<file path="config.mk">
export PLATFORM = sky130hd
export DESIGN_NAME = mem_port_arbiter
export DESIGN_NICKNAME = d
export VERILOG_FILES = /design/src/rtl/arb_pkg.sv /design/src/rtl/arb_starve_counter.sv /design/src/rtl/mem_port_arbiter.sv
export SDC_FILE = /design/constraint.sdc
export NUM_CORES = 1
export LEC_CHECK = 0
export BUFFER_PORTS_ARGS = -buffer_cell sky130_fd_sc_hd__buf_4
export CAP_MARGIN = 20
export CELL_PAD_IN_SITES_DETAIL_PLACEMENT = 0
export CELL_PAD_IN_SITES_GLOBAL_PLACEMENT = 1
export CORE_ASPECT_RATIO = 1.4
export CORE_UTILIZATION = 38
export DETAILED_ROUTE_END_ITERATION = 12
export GPL_TIMING_DRIVEN = 1
export PLACE_DENSITY_LB_ADDON = 0.1
export SLEW_MARGIN = 30
export SYNTH_ARGS = -nofsm -noshare
export SYNTH_HDL_FRONTEND = slang
export SYNTH_SLANG_ARGS = --single-unit
</file>
<file path="constraint.sdc">
create_clock -name clk -period 5.1 [get_ports clk]
set_clock_uncertainty 0.1 [all_clocks]
set_input_delay 0.51 -clock clk [delete_from_list [all_inputs] [get_ports clk]]
set_output_delay 0.51 -clock clk [all_outputs]
set_load 0.02 [all_outputs]
</file>
<file path="src/rtl/arb_pkg.sv">
// arb_pkg: state encoding, default widths and counter sizing shared by the memory port arbiter
package arb_pkg;

    localparam int ADDR_W = 32;
    localparam int DATA_W = 32;

    typedef enum logic [1:0] {
        IDLE  = 2'd0,
        GNT_I = 2'd1,
        GNT_D = 2'd2
    } arb_state_t;

    function automatic int cnt_w(input int max);
        return (max < 1) ? 1 : $clog2(max + 1);
    endfunction

endpackage

</file>
<file path="src/rtl/arb_starve_counter.sv">
// arb_starve_counter: saturating count of data grants taken while a fetch is waiting
module arb_starve_counter
    import arb_pkg::*;
#(
    parameter int MAX = 4
) (
    input  logic clk,
    input  logic rst,
    input  logic inc,
    input  logic clr,
    output logic sat
);

    localparam int            CW   = cnt_w(MAX);
    localparam logic [CW-1:0] CMAX = CW'(MAX);

    logic [CW-1:0] cnt;

    assign sat = (cnt == CMAX);

    // clear wins over increment; the count sticks at MAX until fetch is served
    always_ff @(posedge clk or negedge rst) begin
        if (!rst)
            cnt <= '0;
        else if (clr)
            cnt <= '0;
        else if (inc && !sat)
            cnt <= cnt + CW'(1);
    end

endmodule

</file>
<file path="src/rtl/mem_port_arbiter.sv">
// mem_port_arbiter: shares one single-ported memory between instruction fetch and data access
module mem_port_arbiter
    import arb_pkg::*;
#(
    parameter int ADDR_W      = arb_pkg::ADDR_W,
    parameter int DATA_W      = arb_pkg::DATA_W,
    parameter int MAX_D_BURST = 4
) (
    input  logic              clk,
    input  logic              rst,
    input  logic              i_req,
    input  logic [ADDR_W-1:0] i_addr,
    output logic [DATA_W-1:0] i_rdata,
    output logic              i_done,
    input  logic              d_req,
    input  logic              d_we,
    input  logic [ADDR_W-1:0] d_addr,
    input  logic [DATA_W-1:0] d_wdata,
    output logic [DATA_W-1:0] d_rdata,
    output logic              d_done,
    output logic              mem_req,
    output logic              mem_we,
    output logic [ADDR_W-1:0] mem_addr,
    output logic [DATA_W-1:0] mem_wdata,
    input  logic [DATA_W-1:0] mem_rdata,
    input  logic              mem_done,
    output logic              stall_if,
    output logic              stall_mem
);

    arb_state_t state;
    arb_state_t nxt;
    logic       arb_ok;
    logic       go_i;
    logic       go_d;
    logic       fin;
    logic       sat;
    logic       cnt_inc;
    logic       cnt_clr;

    assign stall_if  = i_req & ~i_done;
    assign stall_mem = d_req & ~d_done;

    // the cycle carrying a done pulse is a forced gap so a finishing requester is not re-granted
    assign arb_ok = !i_done && !d_done;

    // state register; reset abandons any grant in flight
    always_ff @(posedge clk or negedge rst) begin
        if (!rst)
            state <= IDLE;
        else
            state <= nxt;
    end

    // next state: data first unless fetch has already waited through a full burst
    always_comb begin
        nxt = state;
        if (state == IDLE)
            nxt = !arb_ok                     ? IDLE  :
                  (d_req && (!i_req || !sat)) ? GNT_D :
                  i_req                       ? GNT_I : IDLE;
        else if (mem_done)
            nxt = IDLE;
    end

    // grant and completion strobes plus starvation counter controls
    always_comb begin
        go_i    = (state == IDLE) && (nxt == GNT_I);
        go_d    = (state == IDLE) && (nxt == GNT_D);
        fin     = (state != IDLE) && mem_done;
        cnt_inc = go_d && i_req;
        cnt_clr = go_i || ((state == IDLE) && !i_req);
    end

    arb_starve_counter #(
        .MAX (MAX_D_BURST)
    ) u_starve (
        .clk (clk),
        .rst (rst),
        .inc (cnt_inc),
        .clr (cnt_clr),
        .sat (sat)
    );

    // memory request is captured once at grant and held; read data is returned with the done pulse
    always_ff @(posedge clk or negedge rst) begin
        if (!rst) begin
            mem_req   <= 1'b0;
            mem_we    <= 1'b0;
            mem_addr  <= '0;
            mem_wdata <= '0;
            i_done    <= 1'b0;
            d_done    <= 1'b0;
            i_rdata   <= '0;
            d_rdata   <= '0;
        end else begin
            i_done <= fin && (state == GNT_I);
            d_done <= fin && (state == GNT_D);
            if (go_d) begin
                mem_req   <= 1'b1;
                mem_we    <= d_we;
                mem_addr  <= d_addr;
                mem_wdata <= d_wdata;
            end else if (go_i) begin
                mem_req  <= 1'b1;
                mem_we   <= 1'b0;
                mem_addr <= i_addr;
            end else if (fin) begin
                mem_req <= 1'b0;
            end
            if (fin && (state == GNT_I))
                i_rdata <= mem_rdata;
            if (fin && (state == GNT_D))
                d_rdata <= mem_rdata;
        end
    end

endmodule

</file>
==> results of run 1 <==
-- per-layer routing --
layer	vias to the layer above	part of all wire (%)
met5	-	0
met4	0	2.2
met3	28	8.3
met2	200	52
met1	2262	37
li1	2109	-
-- cell families (layout without fill, tap and decap cells) --
group                      count (synthesis)  count (layout)  synth area share [%]
DFF                                      137             137                  61.0
AOI/OAI and AO/OA                        110             110                  10.9
muxes                                     96              96                  19.2
and+or+nand+nor                           49              49                  4.72
buffers and inverters                     45             313                  3.76
adders and majority gates                  2               2                 0.445
-- final timing paths --
check | cells after the start | start | slack, ps | to
max in group asynchronous | 2 | rst | 3630 | mem_wdata[12]
worst min-delay path | 1 | rst | 60 | mem_addr[7]
min in group clk | 2 | mem_rdata[26] | 220 | d_rdata[26]
worst max-delay path | 4 | d_req | 2200 | stall_mem
worst max register to register | 4 | i_done | 2410 | mem_wdata[5]
worst min register to register | 1 | d_rdata[13] | 390 | d_rdata[13]
-- power by group --
group	leakage (uW)	switching, uW	internal, uW
Clock	0.000277	469	722
Combinational	0.00203	1390	1200
Sequential	0.00161	306	1630
-- sequential cells by signal (all words and copies together), names as in the netlist --
signal,flops
d_done,1
d_rdata,32
i_done,1
i_rdata,32
mem_addr,32
mem_req,1
mem_wdata,32
mem_we,1
state,2
u_starve.cnt,3
-- stage by stage --
| stage | area (um^2) | util [%] | hold slack [ps] |
|---|---|---|---|
| floorplan | 5620 | - | 114 |
| global placement | 7740 | 53.6 | 365 |
| detailed placement | 7740 | 53.6 | 375 |
| CTS | 8320 | 57.6 | 87.0 |
| global route | 8320 | 57.6 | 121 |
| finish | 8320 | 57.6 | 57.8 |
-- cell type report --
type,instances,area share [%]
flip-flops and latches,137,41.2
clock buffers,18,5.16
repair buffers,272,24.6
clock inverters,13,1.71
inverters,10,0.451
well taps,189,2.84
multi-input cells,257,24.1
-- placed cells by master, fill, tap and decap left out, types with 2 or more instances in the layout --
cell / Yosys / routed
buf_4: 0 / 271
dfrtp_1: 137 / 137
mux2_2: 67 / 67
o21ai_0: 38 / 38
a21oi_1: 34 / 34
nand3_1: 34 / 33
a31oi_1: 32 / 32
mux2_1: 29 / 29
clkbuf_16: 0 / 17
inv_1: 9 / 8
inv_6: 0 / 4
nor2_1: 3 / 3
clkinv_2: 0 / 3
nand4_1: 2 / 2
ha_1: 2 / 2
bufinv_16: 0 / 2
clkinv_4: 0 / 2
clkinvlp_4: 0 / 2
==> impl_metrics.ini, run 1 <==
[critical_path]
cp_common_cell = buf_4
crit_required_ps = 4490
cp_top_family = buffers and inverters
cp-start-kind = input pin
slowest_stage = clkinv_1
cp-end-kind = primary output
path_class = in2out
max_stage_delay_ps = 850
crit_buf_inv = 3
cp.arrival_ps = 2290
path_max_fanout = 38
crit_chain = buf_4, clkinv_1, nor2_1, buf_4

[die]
ios = 268
fp-row-count = 52
chipWidth_um = 105
die_h_um = 146
dieArea_um2 = 15300
core_um2 = 14400
initial_utilization_pct = 38.9

[layout]
area.sequential_um2 = 3430
antennaDiodeCount = 0
area_growth_pct = 48.1
fill_cells = 1256
drive_gt1_share_pct = 53.2
multi_input_comb_area_um2 = 2000
nets = 831
final_cells = 896

[global_route]
antenna_found_initial = 0
grt_overflow = 0
grt_pass1_wl_um = 25000
use_met3_pct = 7.30
grt_busiest_layer = met2
grt_use_total_pct = 21.0
grt_max_degree = 88
met2_usage_pct = 37.1
grtUsageMet1_pct = 22.8
grt_pass1_vias = 4907

[clocking]
cts_buffers = 17
clk_path_buf_depth = 2
cts_resized = 0
ctsHtreeMaxLevel = 4
cts_tree = built
clk_pin_slew_ps = 60
clock_latency_ps = 400
cts_sinks = 137
cts_hold_buffers = 0
cts_root_buf = clkbuf_16
post_cts_buffers = 0

[placement]
port_buffers = 267
dp_cells = 865
place_congestion = 0.743
place_ws_ps = 2360
hpwlAfterDp_um = 10900

[logic_synthesis]
yosys-top-cells-area = dfrtp_1 61%, mux2_2 13%, mux2_1 5.8%
synth_warnings = 0
yosysSeqAreaShare_pct = 61.0
synth_largest_area_cell = dfrtp_1
synth_seq_cells = 137
ys_types = 31
synth_fp_nets = 575
syn_area_um2 = 5620
synthArstFlopShare_pct = 100
synthTopCellsByCount = 137 x dfrtp_1, 67 x mux2_2, 38 x o21ai_0
synth_cells = 439
ys.flop_type = dfrtp_1
yosysMostFrequentCell = dfrtp_1
synth_edf_count = 0
yosysTopAreaCellShare_pct = 61.0
synth_area_per_cell_um2 = 12.8

[routing]
drc = 0
first_iter_violations = 166
drt_first_pass_iters = 4
num_vias = 4599
viasPerCell = 5.13
wire_per_inst_um = 17.7
antenna_left = 0
routed_wl_um = 15900

[timing]
fin_crit_sh_pct = 56.8
setup_viol = 0
fin_tns_setup_ps = 0
setup_ws_ps = 2200
slew_violations = 0
min_period_ps = 2900
fmax_ghz = 0.345
tightest_slew_ps = 920
hold_viol = 0
rsz0062_at_grt = no
slew_headroom_pct = 38.3

[job]
maxCapViolCount = 0

[status]
run_status = finished, final reports clean

[power_and_ir_drop]
powerDensity_nw_per_um2 = 687
p_total_uw = 5720
p_leak_uw = 0.00392
vdd_drop_max_mv = 0.364

[hold_path]
worstHoldPathType = in2async
Note: power is estimated with default switching activity, not from simulation.
==> run 2, diff against run 1 <==
--- a/config.mk
+++ b/config.mk
@@ -5,12 +5,13 @@
 export SDC_FILE = /design/constraint.sdc
 export NUM_CORES = 1
 export LEC_CHECK = 0
+export ABC_AREA = 1
 export BUFFER_PORTS_ARGS = -buffer_cell sky130_fd_sc_hd__buf_4
 export CAP_MARGIN = 20
 export CELL_PAD_IN_SITES_DETAIL_PLACEMENT = 0
 export CELL_PAD_IN_SITES_GLOBAL_PLACEMENT = 1
 export CORE_ASPECT_RATIO = 1.4
-export CORE_UTILIZATION = 38
+export CORE_UTILIZATION = 30
 export DETAILED_ROUTE_END_ITERATION = 12
 export GPL_TIMING_DRIVEN = 1
 export PLACE_DENSITY_LB_ADDON = 0.1
==> constraint.sdc (replaced) <==
create_clock -name clk -period 2.59 [get_ports clk]
set_clock_uncertainty 0.1 [all_clocks]
set_input_delay 0.259 -clock clk [delete_from_list [all_inputs] [get_ports clk]]
set_output_delay 0.259 -clock clk [all_outputs]
set_load 0.02 [all_outputs]
==> impl_metrics.ini, run 2 <==
[status]
run_status = finished, final reports clean

[logic_synthesis]
synth_area_per_cell_um2 = 8.61
ys.flop_type = dfrtp_1
synth_seq_cells = 137
synth_cells = 670
synthTopCellsByCount = 299 x nand2_1, 137 x dfrtp_1, 120 x o21ai_0
synth_edf_count = 0
synthArstFlopShare_pct = 100
synth_fp_nets = 806
ys_types = 22
yosysSeqAreaShare_pct = 59.5
synth_largest_area_cell = dfrtp_1
syn_area_um2 = 5770
synth_warnings = 0
yosysMostFrequentCell = nand2_1
yosys-top-cells-area = dfrtp_1 59%, nand2_1 19%, o21ai_0 10%
yosysTopAreaCellShare_pct = 59.5

[critical_path]
cp.arrival_ps = 2390
path_max_fanout = 64
cp-startpoint = mem_done
reg2reg_from = u_starve.cnt[0]
reg2reg_slack_ps = 470
cp-end-kind = flop
cp-start-kind = input pin
path_class = in2reg
crit_required_ps = 2790

[routing]
num_vias = 5443
antenna_left = 0
first_iter_violations = 202
viasPerCell = 4.45
wire_per_inst_um = 14.2
drc = 0
routed_wl_um = 17400
drt_first_pass_iters = 4

[power_and_ir_drop]
p_sw_uw = 4670
seqPwrFrac_pct = 33.0
combPwrFrac_pct = 45.3
swShare_pct = 41.5
p_clk_share_pct = 21.7
powerDensity_nw_per_um2 = 1260
p_leak_uw = 0.00479
internal_power_uw = 6590
vdd_drop_max_mv = 0.652

[layout]
antennaDiodeCount = 0
nets = 1103
final_area_um2 = 8930
final_common_cell = nand2_1
area_growth_pct = 54.9
drive_gt1_share_pct = 32.2
most-common-layout-cells = 299 x nand2_1, 272 x buf_4, 137 x dfrtp_1
fill_cells = 1821

[die]
dieArea_um2 = 19800
core_um2 = 18700
chipWidth_um = 119
ios = 268
die_h_um = 166
initial_utilization_pct = 30.9
fp-row-count = 59

[timing]
setup_viol = 0
slew_headroom_pct = 50.2
fin_tns_setup_ps = 0
min_period_ps = 2190
slew_violations = 0
fmax_ghz = 0.457
rsz0062_at_grt = no
tightest_slew_ps = 746
hold_viol = 0
timing.hold.ws_ps = 16.0
fin_crit_sh_pct = 84.5

[clocking]
clock_latency_ps = 410
post_cts_buffers = 0
cts_sinks = 137
clk_pin_slew_ps = 70
cts_hold_buffers = 42
ctsHtreeMaxLevel = 4
cts_buffers = 17
cts_resized = 0
cts_root_buf = clkbuf_16
clk_path_buf_depth = 2
cts_tree = built

[placement]
place_congestion = 0.766
postPlaceCellArea_um2 = 7920
hpwlAfterDp_um = 12200
port_buffers = 267

[global_route]
grtUsageMet1_pct = 20.5
grt_max_degree = 65
met2_usage_pct = 31.3
use_met3_pct = 6.70
grt_pass1_vias = 5606
grt_busiest_layer = met2
grt_pass1_wl_um = 28600
grt_overflow = 0
antenna_found_initial = 0
grt_use_total_pct = 18.3

[hold_path]
worstHoldPathType = in2reg
hp-start = mem_rdata[30]

[job]
maxCapViolCount = 0
-- run 2: cell count changes after synthesis, moves of 30 or more --
cell / before / now
a21oi_1: 34 / 2
a31oi_1: 32 / 0
inv_1: 9 / 39
mux2_2: 67 / 0
nand2_1: 1 / 299
nand3_1: 34 / 4
o21ai_0: 38 / 120
-- run 2: stage by stage --
step                      util, %  worst slack (ps)  std cells  power (uW)
final                        47.8               400       1223       11300
after global routing         47.8              69.5       1223       12100
after CTS                    47.8               456       1223       11400
after detailed placement     42.4               461       1150        8900
after global placement       42.4               509       1150        8800
after floorplan                 -              1020        670        6590
-- run 2: power groups by stage --
stage | Clock (uW) | Combinational, uW | Sequential [uW]
after floorplan | 0 | 1750 | 4840
after global routing | 2620 | 5640 | 3840
after CTS | 2510 | 5200 | 3730
after detailed placement | 0 | 5150 | 3740
after global placement | 0 | 5090 | 3710
final | 2440 | 5100 | 3720
-- run 2: worst paths after layout --
check / end / cells after the start
setup / recovery: d_rdata[1] / 6
hold / removal: d_rdata[30] / 3
setup reg to reg: mem_addr[27] / 9
hold reg to reg: mem_addr[29] / 2
max in group asynchronous: mem_wdata[11] / 3
min in group asynchronous: mem_addr[7] / 2
-- run 2: kinds of logic after synthesis --
| group | Yosys count | share of synthesized area, % |
|---|---|---|
| DFF | 137 | 59.5 |
| adders and majority gates | 2 | 0.434 |
| AOI/OAI and AO/OA | 134 | 11.8 |
| and+or+nand+nor | 315 | 21.1 |
| xor gates and xnor gates | 1 | 0.152 |
| buffers and inverters | 81 | 7.01 |
-- run 2: critical path, stage by stage --
cell           delay [ps]
dlygate4sd3_1         550
buf_4                 120
inv_1                  50
nor3_1                290
clkinv_2              680
o21ai_0               420
-- run 2: routing by layer --
layer	wire, um	vias up
met2	8650	185
met4	370	0
li1	-	2691
met5	0	-
met3	1480	25
met1	6890	2542
-- run 2: layout make-up --
cell class / instances / area (um^2) / area share [%]
sequential: 137 / 3430 / 38.4
timing repair buffer: 317 / 2510 / 28.1
multi-input combinational: 452 / 1930 / 21.6
clock buffer: 17 / 425 / 4.76
tap: 244 / 305 / 3.42
clock inverter: 14 / 165 / 1.85
inverter: 42 / 160 / 1.79
==> run 3, diff against run 2 <==
--- a/config.mk
+++ b/config.mk
@@ -5,13 +5,13 @@
 export SDC_FILE = /design/constraint.sdc
 export NUM_CORES = 1
 export LEC_CHECK = 0
-export ABC_AREA = 1
+export ABC_AREA = 0
 export BUFFER_PORTS_ARGS = -buffer_cell sky130_fd_sc_hd__buf_4
 export CAP_MARGIN = 20
 export CELL_PAD_IN_SITES_DETAIL_PLACEMENT = 0
 export CELL_PAD_IN_SITES_GLOBAL_PLACEMENT = 1
 export CORE_ASPECT_RATIO = 1.4
-export CORE_UTILIZATION = 30
+export CORE_UTILIZATION = 32
 export DETAILED_ROUTE_END_ITERATION = 12
 export GPL_TIMING_DRIVEN = 1
 export PLACE_DENSITY_LB_ADDON = 0.1
==> constraint.sdc (replaced) <==
create_clock -name clk -period 1.8 [get_ports clk]
set_clock_uncertainty 0.1 [all_clocks]
set_input_delay 0.18 -clock clk [delete_from_list [all_inputs] [get_ports clk]]
set_output_delay 0.18 -clock clk [all_outputs]
set_load 0.02 [all_outputs]
==> impl_metrics.ini, run 3 (same netlist as run 1, synthesis figures left out) <==
[routing]
wl_met3_um = 1230
num_vias = 5244
drt_first_pass_iters = 7
viasPerCell = 4.77
drc = 0
antenna_left = 0
met1_length_um = 6740
first_iter_violations = 257
wire_per_inst_um = 16.6
top_layer_used = met4
met2_length_um = 9880
routed_wl_um = 18200

[power_and_ir_drop]
powerDensity_nw_per_um2 = 1690
p_leak_uw = 0.00464
vdd_drop_max_mv = 0.828

[layout]
final_common_cell = buf_4
area.sequential_um2 = 3430
most-common-layout-cells = 282 x buf_4, 137 x dfrtp_1, 135 x dlygate4sd3_1
fin_util_pct = 58.0
drive_gt1_share_pct = 46.2
multi_input_comb_area_um2 = 2020
fill_cells = 1497
area_growth_pct = 78.2
nets = 986

[global_route]
grt_overflow = 0
grt_pass1_wl_um = 28900
grt_use_total_pct = 20.6
grt_max_degree = 53
antenna_found_initial = 1
grt_pass1_vias = 5697

[timing]
setup_viol = 0
setup_ws_ps = 77.0
slew_headroom_pct = 55.1
fin_tns_setup_ps = 0
tightest_slew_ps = 674
slew_violations = 0
fmax_ghz = 0.580
hold_viol = 0
rsz0062_at_grt = yes
fin_crit_sh_pct = 95.7
min_period_ps = 1720

[die]
die_h_um = 159
initial_utilization_pct = 32.6
dieArea_um2 = 18100
chipWidth_um = 114
ios = 268
fp-row-count = 57
core_um2 = 17300

[critical_path]
max_stage_delay_ps = 580
crit_chain = or4_4, nor2_4, clkbuf_16, a31oi_1
reg2reg_from = i_done
cp-start-kind = flop
crit_buf_inv = 1
cp-startpoint = i_done
cp_top_family = simple AND/OR/NAND/NOR gates
reg2reg_slack_ps = 80
path_max_fanout = 16
path_class = reg2reg
cp.arrival_ps = 1910
crit_required_ps = 1980
cp-end-kind = flop
slowest_stage = or4_4

[clocking]
clock_latency_ps = 410
ctsHtreeMaxLevel = 4
cts_buffers = 17
cts_sinks = 137
cts_root_buf = clkbuf_16
cts_tree = built
clk_pin_slew_ps = 60
clk_path_buf_depth = 2

[job]
maxCapViolCount = 0

[hold_path]
hp-start = d_req
worstHoldPathType = in2reg

[placement]
place_congestion = 0.791
hpwlAfterDp_um = 12100
port_buffers = 267
place_ws_ps = 52.5

[status]
run_status = finished, final reports clean
==> run 3: cell types whose count changed in the layout (fill, tap and decap cells not counted), sizes merged, moves of 15 or more <==
cell,before,now
nand2,302,1
mux2,0,96
dlygate4sd3,42,135
o21ai,130,38
a31oi,0,32
a21oi,3,34
nand3,4,35
inv,46,16
buf,275,290
==> run 3: worst register-to-register path, stage by stage (launching register included) <==
cell and delay, ps:
dfrtp_1 430, or4_4 580, nor2_4 180, clkbuf_16 210, a31oi_1 100
==> run 3: final cells by class <==
type,instances,share of cell area (%)
Clock inverter,14,1.36
Sequential cell,137,34.2
Inverter,10,0.375
Antenna cell,1,0.0250
Tap cell,236,2.95
Clock buffer,18,4.38
Timing Repair Buffer,427,36.5
Multi-Input combinational cell,257,20.1
==> run 3: final timing paths <==
path / to / depth (start not counted)
max: mem_addr[10] / 4
min: state[0] / 3
max reg2reg: mem_addr[10] / 4
min reg2reg: mem_req / 1
max in group asynchronous: mem_wdata[25] / 3
min in group asynchronous: mem_addr[10] / 2
==> run 3: power breakdown <==
part | leakage, uW | internal [uW] | switching (uW)
registers | 0.00161 | 4630 | 897
logic | 0.00275 | 3900 | 4130
clock network | 0.000280 | 1970 | 1410
==> run 3: timing repair <==
action,4_1_cts,5_1_grt
endpoints found under the setup margin,0,49
hold buffers,135,0
resized for setup,0,6
hold endpoints to repair,271,0
buffers inserted,0,0
==> run 3: per-layer routing <==
| layer | track usage (%) | up-vias |
|---|---|---|
| met3 | 6.41 | 24 |
| met5 | 0 | - |
| met2 | 37.4 | 209 |
| met1 | 21.8 | 2592 |
| li1 | - | 2419 |
| met4 | 7.97 | 0 |
==> run 3: stage by stage <==
| stage | instances | power [uW] | hold slack, ps | instance area, um^2 |
|---|---|---|---|---|
| 2_1_floorplan | 439 | 9550 | -216 | 5620 |
| 3_3_place_gp | 930 | 13100 | 14.9 | 8010 |
| 3_5_place_dp | 930 | 13200 | 21.0 | 8010 |
| 4_1_cts | 1097 | 16900 | 36.0 | 9940 |
| 5_1_grt | 1100 | 17900 | 46.6 | 10000 |
| 6_report | 1100 | 16900 | 61.5 | 10000 |
